==> config.mk <==
export PLATFORM = sky130hd
export DESIGN_NAME = sdram_port_arbiter
export DESIGN_NICKNAME = d
export VERILOG_FILES = /design/src/rtl/sdram_port_arbiter.sv
export SDC_FILE = /design/constraint.sdc
export NUM_CORES = 1
export LEC_CHECK = 0
export ABC_AREA = 1
export CORE_ASPECT_RATIO = 0.75
export CORE_MARGIN = 4
export CORE_UTILIZATION = 34
export DETAILED_ROUTE_END_ITERATION = 8
export DONT_BUFFER_PORTS = 1
export GPL_ROUTABILITY_DRIVEN = 0
export HOLD_SLACK_MARGIN = 0.1
export MAX_ROUTING_LAYER = met4
export PLACE_DENSITY = 0.6
export SLEW_MARGIN = 20
export SYNTH_ARGS = -nofsm -noshare
export SYNTH_HDL_FRONTEND = slang
export SYNTH_SLANG_ARGS = --single-unit
==> constraint.sdc <==
create_clock -name clk -period 1.8 [get_ports clk]
set_input_delay 0.36 -clock clk [delete_from_list [all_inputs] [get_ports clk]]
set_output_delay 0.36 -clock clk [all_outputs]
set_load 0.05 [all_outputs]
==> src/rtl/sdram_port_arbiter.sv <==
// Two-client SDRAM controller arbiter: one transaction at a time, client 0 priority
// with a starvation guard for client 1, and abort of transactions never acknowledged.
module sdram_port_arbiter #(
   parameter int unsigned STARVE_LIMIT   = 4,
   parameter int unsigned TIMEOUT_CYCLES = 255
) (
   input  logic        clk,
   input  logic        rst_n,

   input  logic        c0_req,
   input  logic        c0_we,
   input  logic [31:0] c0_addr,
   input  logic [15:0] c0_wdata,
   output logic        c0_ack,
   output logic [15:0] c0_rdata,
   output logic        c0_err,

   input  logic        c1_req,
   input  logic        c1_we,
   input  logic [31:0] c1_addr,
   input  logic [15:0] c1_wdata,
   output logic        c1_ack,
   output logic [15:0] c1_rdata,
   output logic        c1_err,

   output logic        writeport_wr,
   output logic [31:0] writeport_addr,
   output logic [15:0] writeport_data,
   input  logic        writeport_ack,

   output logic        readport_rd,
   output logic [31:0] readport_addr,
   input  logic [15:0] readport_data,
   input  logic        readport_ack,

   output logic        busy,
   output logic        grant
);

   localparam int unsigned TW = $clog2(TIMEOUT_CYCLES + 1);
   localparam int unsigned SW = $clog2(STARVE_LIMIT + 1);
   localparam logic [TW-1:0] TMO_MAX = TW'(TIMEOUT_CYCLES);
   localparam logic [TW-1:0] TMO_ONE = TW'(1);
   localparam logic [SW-1:0] STV_MAX = SW'(STARVE_LIMIT);
   localparam logic [SW-1:0] STV_ONE = SW'(1);

   typedef enum logic [1:0] {IDLE, BUSY, RESP} state_e;

   state_e        state_q, state_d;
   logic          grant_q, grant_d;
   logic          we_q, we_d;
   logic          err_q, err_d;
   logic          wr_n_q, wr_n_d;
   logic          rd_n_q, rd_n_d;
   logic [31:0]   wr_addr_q, wr_addr_d;
   logic [15:0]   wr_data_q, wr_data_d;
   logic [31:0]   rd_addr_q, rd_addr_d;
   logic [TW-1:0] tmo_q, tmo_d;
   logic [SW-1:0] starve_q, starve_d;
   logic [15:0]   c0_rdata_q, c0_rdata_d;
   logic [15:0]   c1_rdata_q, c1_rdata_d;

   logic          pick1;
   logic          sel_we;
   logic [31:0]   sel_addr;
   logic [15:0]   sel_wdata;
   logic          port_ack;

   always_ff @(posedge clk or negedge rst_n) begin
      if (!rst_n) begin
         state_q    <= IDLE;
         grant_q    <= 1'b0;
         we_q       <= 1'b0;
         err_q      <= 1'b0;
         wr_n_q     <= 1'b1;
         rd_n_q     <= 1'b1;
         wr_addr_q  <= '0;
         wr_data_q  <= '0;
         rd_addr_q  <= '0;
         tmo_q      <= '0;
         starve_q   <= '0;
         c0_rdata_q <= '0;
         c1_rdata_q <= '0;
      end else begin
         state_q    <= state_d;
         grant_q    <= grant_d;
         we_q       <= we_d;
         err_q      <= err_d;
         wr_n_q     <= wr_n_d;
         rd_n_q     <= rd_n_d;
         wr_addr_q  <= wr_addr_d;
         wr_data_q  <= wr_data_d;
         rd_addr_q  <= rd_addr_d;
         tmo_q      <= tmo_d;
         starve_q   <= starve_d;
         c0_rdata_q <= c0_rdata_d;
         c1_rdata_q <= c1_rdata_d;
      end
   end

   always_comb begin
      state_d    = state_q;
      grant_d    = grant_q;
      we_d       = we_q;
      err_d      = err_q;
      wr_n_d     = wr_n_q;
      rd_n_d     = rd_n_q;
      wr_addr_d  = wr_addr_q;
      wr_data_d  = wr_data_q;
      rd_addr_d  = rd_addr_q;
      tmo_d      = tmo_q;
      starve_d   = starve_q;
      c0_rdata_d = c0_rdata_q;
      c1_rdata_d = c1_rdata_q;
      pick1      = !c0_req || (c1_req && (starve_q == STV_MAX));
      sel_we     = pick1 ? c1_we    : c0_we;
      sel_addr   = pick1 ? c1_addr  : c0_addr;
      sel_wdata  = pick1 ? c1_wdata : c0_wdata;
      // Only the issued port's ack counts; the other port may carry stray pulses.
      port_ack   = we_q ? writeport_ack : readport_ack;

      case (state_q)
         IDLE: begin
            if (c0_req || c1_req) begin
               grant_d = pick1;
               we_d    = sel_we;
               err_d   = 1'b0;
               tmo_d   = '0;
               if (sel_we) begin
                  wr_n_d    = 1'b0;
                  wr_addr_d = sel_addr;
                  wr_data_d = sel_wdata;
               end else begin
                  rd_n_d    = 1'b0;
                  rd_addr_d = sel_addr;
               end
               if (!pick1 && c1_req)
                  starve_d = (starve_q == STV_MAX) ? starve_q : starve_q + STV_ONE;
               else
                  starve_d = '0;
               state_d = BUSY;
            end
         end
         BUSY: begin
            if (port_ack) begin
               wr_n_d = 1'b1;
               rd_n_d = 1'b1;
               if (!we_q) begin
                  if (grant_q) c1_rdata_d = readport_data;
                  else         c0_rdata_d = readport_data;
               end
               state_d = RESP;
            end else if (tmo_q + TMO_ONE == TMO_MAX) begin
               wr_n_d = 1'b1;
               rd_n_d = 1'b1;
               err_d  = 1'b1;
               if (grant_q) c1_rdata_d = '0;
               else         c0_rdata_d = '0;
               state_d = RESP;
            end else begin
               tmo_d = tmo_q + TMO_ONE;
            end
         end
         RESP:    state_d = IDLE;
         default: state_d = IDLE;
      endcase
   end

   always_comb begin
      c0_ack         = (state_q == RESP) && !grant_q;
      c1_ack         = (state_q == RESP) &&  grant_q;
      c0_err         = c0_ack && err_q;
      c1_err         = c1_ack && err_q;
      c0_rdata       = c0_rdata_q;
      c1_rdata       = c1_rdata_q;
      writeport_wr   = wr_n_q;
      writeport_addr = wr_addr_q;
      writeport_data = wr_data_q;
      readport_rd    = rd_n_q;
      readport_addr  = rd_addr_q;
      busy           = (state_q != IDLE);
      grant          = grant_q;
   end

endmodule
## Word-level counts from Yosys, hierarchy flattened

Cells that the tools add are included.

| storage, ports and cells | value |
|---|---|
| register bits after elaboration | 130 |
| input port bits | 120 |
| output and inout port bits | 120 |

| cells by class | value |
|---|---|
| $add $sub $neg | 2 |
| eq/ne operators | 13 |
| mux-type cells | 35 |
| bitwise logic cells | 2 |
| reduce and logical (&&, ||, !) cells | 26 |

Operators with widths:

| operator | count |
|---|---|
| 2-to-1 mux 16 bit | 11 |
| 2-to-1 mux 32 bit | 1 |
| 2-to-1 mux 8 bit | 3 |
| AND reduction 4 bit | 6 |
| != test 2 bit, second input constant | 8 |
| one-hot mux 8 bit (2 select lines) | 1 |
| 2-to-1 mux 1 bit | 10 |
| AND reduction 3 bit | 3 |
| adder 8 x 1 -> 8 bit, second input constant | 1 |
| equality test 8 bit, second input constant | 1 |
| logical AND 1 bit | 6 |
| 2-to-1 mux 2 bit | 3 |
| 2-to-1 mux 3 bit | 2 |
| one-hot mux 1 bit (2 select lines) | 3 |
| nonzero test 2 bit | 3 |
| one-hot mux 2 bit (2 select lines) | 1 |
| AND reduction 2 bit | 2 |
| adder 3 x 1 -> 3 bit, second input constant | 1 |
| equality test 3 bit, second input constant | 1 |
| zero test 1 bit | 3 |
| != test 3 bit, second input constant | 1 |
| equality test 2 x 1 -> 1 bit, second input constant | 1 |
| equality test 2 bit, second input constant | 1 |
| zero test 2 bit | 1 |
| 2 further kinds | 4 |

## Depth between registers and ports, before layout

Gate-level depths: netlist of the first run.

| logic depth | value |
|---|---|
| word-level depth | 7 |
| mapped depth | 13 |
| mapped depth without buffers | 13 |

## Least setup slack after synthesis of the first run

Ideal clock, no wire load.

| timing path | value |
|---|---|
| path kind | register to output |
| start | register grant_q, in the netlist grant |
| end | output port c1_err |
| arrival | 2,369 ps |
| required time | 1,440 ps |
| setup slack | -929 ps |
| cell stages (with the launch flop) | 3 |
| cell sequence | dfrtp_1 > inv_1 > nor4_1 |

| between the ends | value |
|---|---|
| cells in the longest elaborated chain, start to end | 2 |

Ends and longest elaborated chain:

| what | line | text |
|---|---|---|
| start: declaration | 50 | `logic grant_q, grant_d;` |
| start signal: assignment | 86 | `grant_q <= grant_d;` |
| logical AND 1 bit | 171 | `c1_ack = (state_q == RESP) && grant_q;` |
| logical AND 1 bit | 173 | `c1_err = c1_ack && err_q;` |
| end: declaration | 24 | `output logic c1_err,` |

No other way between the ends.

## Worst setup path after layout of the first run

| timing path | value |
|---|---|
| start | register starve_q[1] |
| end | register rd_addr_q[6], in the netlist readport_addr[6] |

| between the ends | value |
|---|---|
| cells in the longest elaborated chain, start to end | 6 |
| elaborated cells between the ends (all ways) | 7 |
| those cells by class | eq/ne: 1; mux: 2; bitwise: 1; reduce/logical: 3 |

Ends and longest elaborated chain:

| what | line | text |
|---|---|---|
| start: declaration | 59 | `logic [SW-1:0] starve_q, starve_d;` |
| start signal: assignment | 95 | `starve_q <= starve_d;` |
| equality test 3 bit * | 115 | `pick1 = !c0_req \|\| (c1_req && (starve_q == STV_MAX));` |
| logical AND 1 bit * | 115 |  |
| logical OR 1 bit * | 115 |  |
| 2-to-1 mux 1 bit | 116 | `sel_we = pick1 ? c1_we : c0_we;` |
| inverter 1 bit (no source line) | -- |  |
| AND reduction 3 bit (no source line) | -- |  |
| end signal: assignment | 93 | `rd_addr_q <= rd_addr_d;` |
| end: declaration | 57 | `logic [31:0] rd_addr_q, rd_addr_d;` |

Every way passes the cells marked *; elsewhere a longest branch is shown, timed or not.
A chain may end at the register's enable or synchronous reset.

==> qor.csv, run 1 <==
metric,value,unit
finClkSkew,0.008027,ns
cts.sinks,130,
synth_top_family_by_area,simple AND/OR/NAND/NOR gates,
placedCellCount,968,
grt_pass1_vias,4735,
synthArstFlopShare,100.0,%
grt_pass1_wl,26300,microns
synth_compound_area_share,2.855,%
r2r_slack,-0.03,ns
crit_type,register to register,
viasPerCell,4.889,
status,"complete, but fails checks",
finalNonFillerCells,1019,
power.net_switching,8877,uW
final_layout_size_suffix_gt1_share,27.16,%
clockBufferDepth,2,
avgSynthCellArea,8.391,sq um
p_sw_share,51.97,%
ant_nets,0,
cpPeakStageDelay,0.38,ns
maxCapViolations,0,
cpMaxStageDelayCell,dfrtp_1,
rsz0062_at_grt,true,
synth-seq-area-share,53.44,%
r2r_start,starve_q[1],
dr.first_iter.drc_count,388,
synthFlopType,dfrtp_1,
worstMarginPinSlew,0.5543,ns
cp-end-kind,register,
area_delta_synth_final,28.79,%
worst_slack,-0.03225,ns
final_nets,890,
p_leak,0.003959,uW
start_util,34.61,%
clockRootBuffer,clkbuf_16,
combPwrFrac,26.2,%
die-area,20150,sq um
portBuffers,0,
netlist.area_leader.share,52.58,%
htree_levels,4,
ff2ff_path_depth,11,
antenna_found_initial,0,
p_per_area,2177,nW/um^2
synth-edff-count,0,
grt_overflow,0,
intPower,8203,uW
synthSimpleGateAreaFrac,30.95,%
cp-start-kind,register,
die_w,162.6,microns
synth-adder-area-share,0.8215,%
wl,17740,microns
yosys_warnings,0,
peakVddDrop,878.4,uV
syn-num-nets,850,
yosysMostFrequentCell,nand2_1,
nFillCells,1683,
dp_hpwl,11860,microns
wire_per_inst,17.41,microns
final.setup.tns,-0.5209,ns
synth_area_leaders,"dfrtp_1 (53%), nand2_1 (20%), mux2_2 (5.7%), nor2_1 (3.8%), nand4_1 (3.5%)",
io_pins,240,
violations,"hold timing, setup timing",
route.detailed.drc,0,
min_period_over_period,101.8,%
fin_area,7846,sq um
seqCellArea,3258,sq um
n_antenna_cell,0,
relSlewSlack,63.05,%
critPathArrivalTime,2.13,ns
reg2reg_to,readport_addr[6],
firstDrtPassIters,4,
p_seq_share,53.8,%
synth_top_cell_by_area,dfrtp_1,
max_clock_freq,545.8,MHz
crit_chain,"inv_2, ha_4, nand3_2, nand2_2, nand2_2, o21ai_2, inv_2, nor2_4, buf_12, buf_16, mux2_4",
whs,-0.3594,ns
clkPwrFrac,20.0,%
std_cell_rows,42,
fin_util,44.57,%
period_minus_slack,1.832,ns
numCtsBuffers,17,
hp-class,primary input to asynchronous set/reset pin,
cp_num_buf_inv,4,
synthMuxAreaShare,5.915,%
yosys-top-cells-count,"nand2_1 (323), dfrtp_1 (128), nor2_1 (62)",
fp.dieH,123.9,microns
cp.required,2.09,ns
syn_inst,726,
synth_xor_area_share,0.2875,%
slew_viol_final,0,
multiInputGateArea,2955,sq um
coreArea,17600,sq um
setup_viol,22,
cts_tree,built,
cp_top_family,buffers and inverters,
grt_usage,17.38,%
grt_max_degree,131,
crit_path_max_fanout,8,
clk_latency,0.41,ns
path_clk_slew,0.06,ns
syn_area,6092,sq um
postPlaceCellArea,6594,sq um
hold_viol_final,130,
synth-seq-cells,130,
synthDistinctLibCells,32,
via_count,4982,
-- layer usage --
layer  GRT usage [%]  up-vias  wire, microns
met5               -        -              0
met4           4.400        0            138
met3           6.417       12           1619
met2           26.01      189           8367
met1           22.59     2396           7612
li1                -     2385              -
-- cells in the final DEF (no fill, tap or decap), types with 2 or more instances in the layout --
master / count
a21oi_1: 2
buf_12: 6
buf_16: 2
buf_4: 34
buf_6: 10
bufinv_16: 2
clkbuf_1: 2
clkbuf_16: 18
clkbuf_8: 3
clkinvlp_4: 6
dfrtp_1: 126
dfrtp_2: 2
dfstp_2: 2
ha_4: 2
inv_1: 30
inv_2: 12
mux2_2: 2
mux2_4: 30
nand2_1: 288
nand2_2: 35
nand2_4: 4
nand3_1: 11
nand3_2: 4
nand3_4: 5
nand4_1: 34
nor2_1: 57
nor2_2: 5
nor2_4: 7
nor3_4: 2
nor4_4: 2
o21ai_0: 6
o31ai_1: 7
o31ai_2: 9
-- worst max path at each step --
stage / startpoint / endpoint / slack, ns / depth (start not counted)
CTS: starve_q[0] / readport_addr[1] / -0.06 / 11
floorplan: grant / c1_ack / -0.17 / 2
finish: starve_q[1] / readport_addr[6] / -0.03 / 11
global placement: starve_q[0] / readport_addr[14] / -0.09 / 10
detailed placement: starve_q[0] / readport_addr[25] / -0.12 / 10
global route: tmo_q[1] / c1_rdata[9] / -0.14 / 12
-- power groups by stage --
stage	Combinational [uW]	Sequential [uW]	Clock, uW
finish	4480	9180	3420
global route	4950	9340	3620
CTS	3890	9150	3520
detailed placement	3500	9180	0
global placement	3390	9210	0
floorplan	2600	8800	0
-- final cells by class --
cell class,count,share of cell area [%]
clock buffers,22,6.044
clock inverters,8,1.340
inverters,44,2.137
multi-input cells,519,37.67
flip-flops and latches,130,41.52
well taps,242,3.859
repair buffers,54,7.431
-- sequential cells by signal (all words and copies together), names as in the netlist --
register	cells
readport_addr	32
err_q	1
writeport_data	16
c0_rdata	16
state_q	2
c1_rdata	16
writeport_addr	32
tmo_q	8
starve_q	3
grant	1
writeport_wr	1
we_q	1
readport_rd	1
-- cells by family after synthesis --
logic type	Yosys count
AND/OR/NAND/NOR	453
buffers and inverters	80
flip-flops	130
XOR/XNOR	2
AO/OA/AOI/OAI	25
adder cells (fa/ha/maj)	4
multiplexers	32
-- what timing repair did --
action | in CTS | in global routing
pin swaps | 4 | 19
endpoints found under the setup margin | 80 | 97
buffers inserted | 6 | 9
hold endpoints to repair | 130 | 130
cloned | 4 | 2
gates resized for setup | 32 | 94
-- per-stage QoR --
stage / total power, uW / worst slack (ns)
final: 17080 / -0.03225
after global routing: 17910 / -0.1446
after CTS: 16560 / -0.05530
after detailed placement: 12680 / -0.1225
after global placement: 12600 / -0.09127
after floorplan: 11410 / -0.1661
(Power assumes the default switching activity.)
==> run 2: changes to the inputs <==
Settings changed: CORE_MARGIN 4 to default, GPL_TIMING_DRIVEN from default to 0.
==> run 2 against run 1 <==
  * The flow still finishes with violations (hold timing, setup timing)
  * Via count rose by 2.6%
  * Global-route usage rose by 3.9 points
  * Combinational power rose by 29%
  * Total power rose by 9.4%
  * Non-clock buffer count rose by 28
  * Clock power rose by 2%
  * Final area rose by 11%
  * Clock skew fell by 0.0017 ns
  * Core utilization rose by 6.0 points
==> qor.csv, run 2 (synthesized netlist as in run 1, its figures left out) <==
metric,value,unit,change
worstMarginPinSlew,0.8326,ns,+0.2783 ns
cts_tree,built,,
cp.required,1.44,ns,-0.65 ns
maxCapViolations,0,,unchanged
route.detailed.drc,0,,unchanged
slew_viol_final,0,,unchanged
grt_max_degree,131,,unchanged
crit_type,register to primary output,,
final_layout_size_suffix_gt1_share,38.76,%,+12 points
p_per_area,2151,nW/um^2,-1.2%
power,18680,uW,+9.4%
grt_usage,21.32,%,+3.9 points
clk_latency,0.41,ns,about the same
std_cell_rows,41,,-2.4%
htree_levels,4,,unchanged
whs,-0.3575,ns,+0.001922 ns
clockRootBuffer,clkbuf_16,,
die-area,18460,sq um,-8.4%
violations,"hold timing, setup timing",,
status,"complete, but fails checks",,
relSlewSlack,44.19,%,-19 points
antenna_found_initial,0,,unchanged
p_leak,0.004303,uW,+8.7%
use_met1,27.51,%,+4.9 points
die_w,156.6,microns,-3.7%
numCtsBuffers,17,,unchanged
max_clock_freq,475.4,MHz,-13%
viasPerCell,4.909,,+0.40%
grt_pass1_wl,29160,microns,+11%
hp-class,primary input to asynchronous set/reset pin,,
coreArea,17190,sq um,-2.4%
fp.dieH,117.9,microns,-4.8%
cts.sinks,130,,unchanged
portBuffers,0,,unchanged
min_period_over_period,116.9,%,+15 points
wl,18600,microns,+4.9%
finClkSkew,0.006364,ns,-0.001663 ns
final_common_cell,nand2_1,,
peakVddDrop,1025,uV,+17%
crit_path_max_fanout,5,,-3
clockBufferDepth,2,,unchanged
setup_viol,128,,+480%
final.setup.tns,-12.14,ns,-11.62 ns
finalNonFillerCells,1041,,+2.2%
cp-start-kind,register,,
placedCellCount,962,,-0.62%
grt.busiest_layer,met2,,
seqCellArea,3264,sq um,+0.19%
path_clk_slew,0.06,ns,about the same
critPathArrivalTime,1.74,ns,-0.39 ns
via_count,5110,,+2.6%
final_cell_mix,"nand2_1 (215), dfrtp_1 (123), nand2_2 (75)",,
worst_slack,-0.3035,ns,-0.2712 ns
n_antenna_cell,0,,unchanged
rsz0062_at_grt,true,,
dr.first_iter.drc_count,268,,-31%
grt_util_met3,6.075,%,-0.34 points
final_nets,916,,+2.9%
firstDrtPassIters,5,,+1
preCtsSetupSlack,-0.3896,ns,-0.2670 ns
start_util,35.45,%,+0.84 points
cp-end-kind,primary output,,
grt_pass1_vias,5285,,+12%
nFillCells,1605,,-4.6%
multiInputGateArea,3316,sq um,+12%
hold_viol_final,130,,unchanged
period_minus_slack,2.103,ns,+0.2712 ns
dp_hpwl,12230,microns,+3.1%
io_pins,240,,unchanged
grt_overflow,0,,unchanged
ant_nets,0,,unchanged
wire_per_inst,17.87,microns,+2.7%
use_met2,32.87,%,+6.9 points
area_delta_synth_final,42.60,%,
[run 2: cell count changes in the layout (fill, tap and decap cells not counted), moves of 9 or more]
cell,change
nand2_1,-73
nand2_2,+40
nand2_4,+31
buf_4,-15
buf_12,+9
buf_6,+9
[run 2: path summary, 6_finish.rpt]
kind	start	endpoint	slack, ns	cells after the start
min	rst_n	state_q[0]	-0.36	0
max in group asynchronous	rst_n	readport_rd	1.80	0
min in group clk	c1_req	starve_q[2]	0.12	2
max	grant	c1_err	-0.30	2
max reg2reg	tmo_q[2]	c0_rdata[10]	-0.18	9
min reg2reg	tmo_q[7]	tmo_q[7]	0.50	2
[run 2: area by class of cell]
| cell class | count | share of cell area, % |
|---|---|---|
| Clock buffer | 19 | 4.983 |
| Timing Repair Buffer | 50 | 8.282 |
| Sequential cell | 130 | 37.58 |
| Tap cell | 236 | 3.399 |
| Clock inverter | 13 | 1.728 |
| Buffer | 32 | 3.788 |
| Multi-Input combinational cell | 517 | 38.17 |
| Inverter | 44 | 2.074 |
[run 2: critical path, cell delays in order, from the launching register on]
cell and delay, ns:
dfrtp_4 0.56, inv_1 0.19, nor4_4 0.58
[run 2: per-stage QoR]
step	hold slack (ns)	utilization, %	cell area [sq um]
3_3_place_gp	0.07061	37.52	6449
2_1_floorplan	0.06441	-	6153
5_1_grt	-0.3859	50.55	8687
3_5_place_dp	0.07007	37.52	6449
6_report	-0.3575	50.55	8687
4_1_cts	-0.3783	47.40	8147
[run 2: report_power, final]
part	total (uW)	switching, uW	internal, uW
sequential	9420	5320	4090
clock	3490	1420	2070
combinational	5780	2870	2910
total	18700	9610	9070
[run 2: timing repair]
action / 4_1_cts / 5_1_grt
pin swaps: 37 / 71
gates resized for setup: 181 / 149
hold endpoints to repair: 130 / 130
setup endpoints to repair: 132 / 131
buffers inserted: 30 / 12
gates cloned: 11 / 3
[run 2: routing by layer]
layer  routed length [microns]  part of all wire (%)
met5                         0                     0
met4                       191                   1.0
met3                      1278                   6.9
met2                      8806                    47
met1                      8326                    45
==> run 3: changes to the inputs <==
Settings changed: PLACE_DENSITY 0.6 to 0.58.
==> run 3 against run 2 <==
  * The run still ends with hold timing, setup timing left
  * Critical path depth unchanged
  * Worst setup slack worse by 0.017 ns
  * Non-clock buffer count increased by 16
  * Sequential power down 0.5%
  * Register-to-register slack better by 0.03 ns
  * Clock-buffer cell count stayed put
  * Routed wire length up 4.1%
  * First-iteration DRC count grew 7.1%
  * Global-route usage is 0.61 points higher
  * Via count rose by 2.1%
  * Largest cell class is now sequential cells
==> qor.csv, run 3 (synthesized netlist as in run 1, its figures left out) <==
metric,value,unit,change
die-area,18460,sq um,unchanged
cts_tree,built,,
grt_max_degree,131,,unchanged
fin_area,8811,sq um,+1.4%
clockRootBuffer,clkbuf_16,,
grt_pass1_wl,29590,microns,+1.5%
finClkSkew,0.01375,ns,+0.007382 ns
preCtsSetupSlack,-0.4172,ns,-0.02765 ns
p_sw_share,51.07,%,-0.38 points
final.setup.tns,-9.959,ns,+2.183 ns
viasPerCell,4.939,,+0.62%
status,"complete, but fails checks",,
p_leak,0.004376,uW,+1.7%
n_antenna_cell,0,,unchanged
worstMarginPinSlew,0.8310,ns,-0.001555 ns
rsz0062_at_grt,true,,
critPathArrivalTime,1.76,ns,+0.02 ns
dr.first_iter.drc_count,287,,+7.1%
setup_viol,113,,-12%
fin_util,51.27,%,+0.72 points
final_layout_size_suffix_gt1_share,37.07,%,-1.7 points
std_cell_rows,41,,unchanged
nFillCells,1561,,-2.7%
io_pins,240,,unchanged
area_delta_synth_final,44.63,%,
intPower,9094,uW,+0.25%
maxCapViolations,0,,unchanged
antenna_found_initial,0,,unchanged
path_clk_slew,0.06,ns,about the same
clockBufferDepth,2,,unchanged
route.detailed.drc,0,,unchanged
cp-end-kind,primary output,,
dp_hpwl,12040,microns,-1.6%
postPlaceCellArea,6449,sq um,unchanged
hp-class,primary input to asynchronous set/reset pin,,
max_clock_freq,471.5,MHz,-0.82%
grt_overflow,0,,unchanged
p_seq_share,50.4,%,about the same
grt_pass1_vias,5281,,-0.076%
htree_levels,4,,unchanged
min_period_over_period,117.8,%,+0.97 points
slew_viol_final,0,,unchanged
power,18590,uW,-0.52%
clkPwrFrac,18.4,%,-0.3 points
firstDrtPassIters,6,,+1
p_per_area,2109,nW/um^2,-1.9%
cp.required,1.44,ns,about the same
power.net_switching,9492,uW,-1.2%
via_count,5216,,+2.1%
final_common_cell,nand2_1,,
cts.sinks,130,,unchanged
ant_nets,0,,unchanged
r2r_slack,-0.15,ns,+0.03 ns
portBuffers,0,,unchanged
crit_type,register to primary output,,
worst_slack,-0.3209,ns,-0.01739 ns
numCtsBuffers,17,,unchanged
coreArea,17190,sq um,unchanged
wl,19360,microns,+4.1%
final_nets,932,,+1.7%
fp.dieH,117.9,microns,unchanged
relSlewSlack,44.30,%,+0.10 points
die_w,156.6,microns,unchanged
violations,"hold timing, setup timing",,
combPwrFrac,31.2,%,+0.3 points
cp-start-kind,register,,
grt_usage,21.93,%,+0.61 points
crit_path_max_fanout,5,,unchanged
wire_per_inst,18.33,microns,+2.6%
peakVddDrop,1053,uV,+2.7%
period_minus_slack,2.121,ns,+0.01739 ns
start_util,35.45,%,unchanged
hold_viol_final,130,,unchanged
final_cell_mix,"nand2_1 (241), dfrtp_1 (124), nor2_1 (56)",,
clk_latency,0.42,ns,about the same
whs,-0.3611,ns,-0.003577 ns
run 3: cell types whose count changed in the layout (fill, tap and decap cells not counted), sizes merged:
cell	previous run	this run
clkinv	4	7
buf	66	87
clkbuf	35	30
inv	49	42
clkinvlp	2	5
run 3: final timing paths:
| check | startpoint | endpoint | cells after the start |
|---|---|---|---|
| worst max-delay path | grant | c1_err | 2 |
| worst min-delay path | rst_n | c0_rdata[10] | 0 |
| worst max register to register | state_q[1] | c1_rdata[15] | 6 |
| worst min register to register | tmo_q[7] | tmo_q[7] | 2 |
| max in group asynchronous | rst_n | writeport_addr[1] | 0 |
| min in group clk | c1_req | starve_q[2] | 2 |
run 3: power groups by stage:
| stage | Combinational (uW) | Clock, uW | Sequential [uW] |
|---|---|---|---|
| global placement | 3170 | 0 | 9190 |
| detailed placement | 3270 | 0 | 9170 |
| finish | 5790 | 3420 | 9370 |
| global route | 6300 | 3610 | 9520 |
| floorplan | 2600 | 0 | 8800 |
| CTS | 5140 | 3460 | 9240 |
run 3: worst max-delay path: stages (launching register included):
cell and delay [ns]:
dfrtp_4 0.56, inv_1 0.21, nor4_4 0.58
run 3: cell type report:
class | instances | area [sq um] | area share [%]
tap | 236 | 295.3 | 3.351
buffer | 34 | 372.9 | 4.232
timing repair buffer | 64 | 853.3 | 9.685
sequential | 130 | 3263 | 37.03
clock buffer | 19 | 442.9 | 5.027
multi-input combinational | 517 | 3253 | 36.92
clock inverter | 12 | 135.1 | 1.534
inverter | 44 | 195.2 | 2.215
run 3: what timing repair did:
action / 4_1_cts / 5_1_grt
setup endpoints to repair: 132 / 131
pin swaps: 41 / 54
hold endpoints to repair: 130 / 130
setup buffers: 52 / 16
resized for setup: 202 / 127
cloned: 13 / 3
run 3: per-layer routing:
| layer | share of wire [%] | GRT usage, % |
|---|---|---|
| met3 | 6.1 | 5.965 |
| met4 | 2.2 | 8.824 |
| met2 | 48 | 33.48 |
| met5 | 0 | - |
| met1 | 44 | 27.42 |
run 3: through the flow:
stage          hold WS [ns]  instances
6_report            -0.3611       1056
5_1_grt             -0.3897       1056
4_1_cts             -0.3792       1047
3_5_place_dp        0.07235        962
3_3_place_gp        0.07236        962
2_1_floorplan       0.06441        726
